File: src/rtl/seq_mux_pkg.sv
// Shared types and constants for the sequenceur_mux_1x8 slice.
// Imported by the 8:1 mux and by the sequencer top.
package seq_mux_pkg;

  localparam int SEL_W  = 3;
  localparam int WORD_W = 8;

  localparam logic [SEL_W-1:0] SEL_LAST = 3'd7;

  typedef enum logic [1:0] {
    ST_IDLE,
    ST_SHIFT,
    ST_PARITY,
    ST_GAP
  } state_t;

  function automatic logic even_par(
    input logic [WORD_W-1:0] w
  );
    return ^w;
  endfunction

endpackage

File: src/rtl/multiplexeur_1x8.sv
// Purely combinational 8:1 bit multiplexer.
// Input a is selected by s0=0, through h selected by s0=7.
module multiplexeur_1x8
  import seq_mux_pkg::*;
(
  input  logic             a,
  input  logic             b,
  input  logic             c,
  input  logic             d,
  input  logic             e,
  input  logic             f,
  input  logic             g,
  input  logic             h,
  input  logic [SEL_W-1:0] s0,
  output logic             s
);

  always_comb begin
    s = 1'b0;
    unique case (s0)
      3'd0: s = a;
      3'd1: s = b;
      3'd2: s = c;
      3'd3: s = d;
      3'd4: s = e;
      3'd5: s = f;
      3'd6: s = g;
      3'd7: s = h;
      default: s = 1'b0;
    endcase
  end

endmodule

File: src/rtl/sequenceur_mux_1x8.sv
// Parallel-to-serial sequencer sweeping the select of multiplexeur_1x8.
// Optional parity beat: define SEQ_MUX_PARITY_EN.
module sequenceur_mux_1x8
  import seq_mux_pkg::*;
#(
  parameter int unsigned GAP = 0
) (
  input  logic              clk,
  input  logic              reset,
  input  logic              in_valid,
  output logic              in_ready,
  input  logic [WORD_W-1:0] in_data,
  output logic              out_valid,
  input  logic              out_ready,
  output logic              out_bit,
  output logic              out_first,
  output logic              out_last,
  output logic [SEL_W-1:0]  sel
);

  localparam logic [3:0] GAP_LAST =
    4'((GAP > 0) ? GAP - 1 : 0);

  state_t            state_q, state_d;
  logic [SEL_W-1:0]  sel_q, sel_d;
  logic [WORD_W-1:0] word_q;
  logic [3:0]        cnt_q, cnt_d;
  logic              load;
  logic              ready_q;
  logic              valid_q;
  logic              first_q;
  logic              last_q;
  logic              last_d;
  logic              beat_done;
  logic              mux_s;

  assign beat_done = valid_q && out_ready;

  always_comb begin
    state_d = state_q;
    sel_d   = sel_q;
    cnt_d   = cnt_q;
    load    = 1'b0;
    unique case (state_q)
      ST_IDLE: begin
        if (in_valid && ready_q) begin
          load    = 1'b1;
          sel_d   = '0;
          state_d = ST_SHIFT;
        end
      end
      ST_SHIFT: begin
        if (beat_done) begin
          if (sel_q != SEL_LAST) begin
            sel_d = sel_q + 3'd1;
          end else begin
            cnt_d = '0;
`ifdef SEQ_MUX_PARITY_EN
            state_d = ST_PARITY;
`else
            state_d = (GAP > 0) ? ST_GAP : ST_IDLE;
`endif
          end
        end
      end
      ST_PARITY: begin
`ifdef SEQ_MUX_PARITY_EN
        if (beat_done) begin
          cnt_d   = '0;
          state_d = (GAP > 0) ? ST_GAP : ST_IDLE;
        end
`else
        state_d = ST_IDLE;
`endif
      end
      ST_GAP: begin
        if (cnt_q == GAP_LAST) begin
          state_d = ST_IDLE;
        end else begin
          cnt_d = cnt_q + 4'd1;
        end
      end
      default: state_d = ST_IDLE;
    endcase
  end

`ifdef SEQ_MUX_PARITY_EN
  assign last_d = (state_d == ST_PARITY);
`else
  assign last_d = (state_d == ST_SHIFT) &&
                  (sel_d == SEL_LAST);
`endif

  // Handshake flags are computed from next state so they register cleanly.
  always_ff @(posedge clk or posedge reset) begin
    if (reset) begin
      state_q <= ST_IDLE;
      sel_q   <= '0;
      word_q  <= '0;
      cnt_q   <= '0;
      ready_q <= 1'b0;
      valid_q <= 1'b0;
      first_q <= 1'b0;
      last_q  <= 1'b0;
    end else begin
      state_q <= state_d;
      sel_q   <= sel_d;
      cnt_q   <= cnt_d;
      if (load) begin
        word_q <= in_data;
      end
      ready_q <= (state_d == ST_IDLE);
      valid_q <= (state_d == ST_SHIFT) ||
                 (state_d == ST_PARITY);
      first_q <= (state_d == ST_SHIFT) &&
                 (sel_d == '0);
      last_q  <= last_d;
    end
  end

  multiplexeur_1x8 u_mux (
    .a  (word_q[0]),
    .b  (word_q[1]),
    .c  (word_q[2]),
    .d  (word_q[3]),
    .e  (word_q[4]),
    .f  (word_q[5]),
    .g  (word_q[6]),
    .h  (word_q[7]),
    .s0 (sel_q),
    .s  (mux_s)
  );

`ifdef SEQ_MUX_PARITY_EN
  assign out_bit = (state_q == ST_PARITY) ?
                   even_par(word_q) : mux_s;
`else
  assign out_bit = mux_s;
`endif

  assign in_ready  = ready_q;
  assign out_valid = valid_q;
  assign out_first = first_q;
  assign out_last  = last_q;
  assign sel       = sel_q;

endmodule

File: config.mk
export PLATFORM = sky130hd
export DESIGN_NAME = sequenceur_mux_1x8
export DESIGN_NICKNAME = d
export VERILOG_FILES = /design/src/rtl/seq_mux_pkg.sv /design/src/rtl/multiplexeur_1x8.sv /design/src/rtl/sequenceur_mux_1x8.sv
export SDC_FILE = /design/constraint.sdc
export NUM_CORES = 1
export LEC_CHECK = 0
export BUFFER_PORTS_ARGS = -buffer_cell sky130_fd_sc_hd__buf_4
export CAP_MARGIN = 15
export CORE_MARGIN = 4
export CORE_UTILIZATION = 50
export CTS_BUF_LIST = sky130_fd_sc_hd__clkbuf_16
export DETAILED_ROUTE_END_ITERATION = 16
export PLACE_DENSITY = 0.75
export SETUP_SLACK_MARGIN = 0.02
export SYNTH_ARGS = -nofsm -noshare
export SYNTH_HDL_FRONTEND = slang
export SYNTH_HIERARCHICAL = 1
export SYNTH_SLANG_ARGS = --single-unit
File: constraint.sdc
create_clock -name clk -period 2.2 [get_ports clk]
set_input_delay 0.44 -clock clk [delete_from_list [all_inputs] [get_ports clk]]
set_output_delay 0.44 -clock clk [all_outputs]
set_load 0.02 [all_outputs]
==> results.py <==
metrics = {
    "sta": {
        "finalCriticalPeriod_ps": 2113,
        "max_freq_mhz": 473.4,
        "maxSlewViolCount": 0,
        "setup_tns_ps": 0,
        "setup_violations": 0,
        "final.setup_skew_ps": 1.897,
        "hold_viol_final": 0,
        "final.period_utilization": 0.9602,
        "max_slew_margin": 0.4844,
        "tightest_slew_ps": 772.5,
        "rsz0062_at_grt": "false",
    },
    "finish": {
        "syn2layout_area_growth_pct": 23.06,
        "antenna_cells": 0,
        "nFillCells": 149,
        "drive_above_1_share": 0.2833,
        "postLayoutCoreUtil": 0.6604,
        "fin_cells": 147,
        "final_cell_area_um2": 1309,
        "fin_nets": 138,
    },
    "routing": {
        "wl_per_cell_um": 14.29,
        "antenna_left": 0,
        "via_count": 772,
        "drt_iter0_markers": 15,
        "remaining_drc_errors": 0,
        "avgViaCountPerCell": 5.252,
        "wl_um": 2101,
        "drt_pass1_iterations": 4,
    },
    "cts": {
        "clk_path_buf_depth": 2,
        "tritoncts": "built",
        "cts_made_buffers": 3,
        "clkSlewWorstSetupHoldPaths_ps": 50,
        "clock_latency_ps": 250,
        "htreeDepth": 1,
        "cts_num_sinks": 21,
        "holdBufCountCts": 0,
        "cts_root_buf": "clkbuf_16",
    },
    "yosys": {
        "ys_types": 31,
        "ys_ff_latch": 21,
        "avgSynthCellArea_um2": 10.96,
        "synth.cell_area_um2": 1064,
        "ys_seq_area_frac": 0.4941,
        "synth_ff_type": "dfrtp_1",
        "synthCells": 97,
        "synthesis.nets": 114,
        "synth-edff-count": 0,
        "yosys_warnings": 6,
        "ys_async_sr_fraction": 1.000,
    },
    "setup_path": {
        "crit_fanout": 6,
        "startpoint": "sel[0]",
        "timing.rr.end": "out_last",
        "r2r_cells": 8,
        "reg2reg_from": "cnt_q[0]",
        "slowest_stage": "mux4_1",
        "worstSetupPathType": "flop to primary output",
        "rrSetupSlack_ps": 290,
        "critPathRequiredTime_ps": 1760,
        "slowest_delay_ps": 550,
        "crit_chain": "mux4_1, mux2_2, buf_4",
        "critPathArrivalTime_ps": 1670,
        "worst_setup_path_end_kind": "primary output",
        "start_kind": "flop",
    },
    "pwr": {
        "power_density_nw_per_um2": 1417,
        "leakage_nw": 0.6898,
        "power_mw": 1.854,
        "ir_drop_mv": 0.8447,
    },
    "floorplanning": {
        "dieHeight_um": 54.12,
        "core-area_um2": 1982,
        "rows": 16,
        "start_util": 0.5366,
        "die_x_um": 54.12,
        "io_pins": 20,
        "die_area_um2": 2929,
    },
    "placement": {
        "dpl-instance-area_um2": 1225,
        "port_buffers": 19,
        "dp_cells": 142,
        "dp_hpwl_um": 1526,
        "gp_congestion": 0.8616,
    },
    "grt": {
        "grt_pass1_wl_um": 3601,
        "grt_max_degree": 22,
        "grt_pass1_vias": 779,
        "antenna_found_initial": 0,
        "gr-total-overflow": 0,
        "gr-usage-all-layers": 0.1811,
    },
    "hold_path": {
        "hold_class": "input port to asynchronous set/reset pin",
    },
    "outcome": {
        "status": "complete, no violations",
    },
    "flow_run": {
        "drv_cap": 0,
    },
}
-- through the flow --
step	hold slack, ps	worst slack (ps)
final	332.5	87.49
after CTS	356.7	51.91
after global routing	382.4	22.52
after global placement	456.1	314.9
after floorplan	416.5	306.2
after detailed placement	459.9	253.7
-- final cells by class --
cell class | instances | area [um2] | share of cell area
Sequential cell | 21 | 526.8 | 0.4025
Multi-Input combinational cell | 67 | 485.5 | 0.3709
Timing Repair Buffer | 21 | 157.7 | 0.1205
Clock buffer | 3 | 75.07 | 0.05736
Tap cell | 27 | 33.78 | 0.02581
Inverter | 7 | 26.28 | 0.02008
Clock inverter | 1 | 3.754 | 0.002868
-- logic make-up (layout without fill, tap and decap cells) --
logic type / after synthesis / after routing / synth area share
multiplexers: 5 / 5 / 0.09059
flip-flops: 21 / 21 / 0.4941
AND/OR/NAND/NOR: 47 / 47 / 0.2377
buffers and inverters: 9 / 32 / 0.04589
adder cells (fa/ha/maj): 5 / 5 / 0.05882
AO/OA/AOI/OAI: 9 / 9 / 0.06471
XOR/XNOR: 1 / 1 / 0.008237
-- critical path, delay by kind of cell (launching register included) --
kind / cells / cell delay [ps]
buf+inv: 1 / 150
flops: 1 / 440
mux: 2 / 820
-- synthesized netlist by cell type, types with 2 or more instances --
library cell,n,area [um2]
inv_1,7,26.28
mux4_1,2,52.55
nand2_1,29,108.9
buf_6,2,22.52
a21oi_1,2,10.01
a21o_1,2,15.01
and3_1,2,12.51
nand3_1,3,15.01
dfrtp_1,21,525.5
nor2_1,2,7.510
ha_1,5,62.56
-- report_power, final --
group	switching (mW)	leakage, nW	internal, mW
registers	0.160	0.260	0.553
clock network	0.133	0.0423	0.242
logic	0.380	0.387	0.385
-- state kept, by name (all words and copies together) (netlist names) --
name and flops:
cnt_q 4, word_q 8, out_valid 1, out_first 1
in_ready 1, sel 3, out_last 1, state_q 2
-- cells in the final DEF (no fill, tap or decap) --
cell type / instances
mux2i_1: 1
buf_4: 21
and3_2: 1
a31o_1: 1
dfrtp_2: 1
nor2_1: 2
and4b_1: 1
a22o_1: 1
mux4_2: 1
inv_1: 8
or3b_1: 1
and3_1: 2
nand4bb_4: 1
xnor2_1: 1
mux2_2: 1
nor3_1: 1
and4_1: 1
mux2i_4: 1
nand3_1: 3
o31ai_1: 1
clkbuf_16: 3
ha_1: 5
nor2b_1: 1
nand2_2: 1
nand2_1: 29
a21o_1: 2
a21o_2: 1
nand4_1: 1
a41o_1: 1
dfrtp_1: 20
nor3_2: 1
a21oi_1: 2
nor4_2: 1
mux4_1: 1
-- per-layer routing --
metal  track usage  vias to the layer above  wire, um
met1        0.2172                      372       907
met2        0.2928                       17      1022
met3       0.04432                        6       100
li1              -                      377         -
met4        0.1037                        0        70
met5             0                        -         0
-- timing repair --
item                                    CTS  global route
setup buffers                             0             1
endpoints found under the setup margin    1             1
gates resized for setup                   1             1
-- worst max path at each step --
stage,end,slack [ps],cells past startpoint
6_report,out_bit,90,3
5_1_grt,out_bit,20,3
4_1_cts,out_bit,50,3
3_5_place_dp,out_bit,250,3
3_3_place_gp,out_bit,310,3
2_1_floorplan,out_bit,310,2
(Power assumes the default switching activity.)
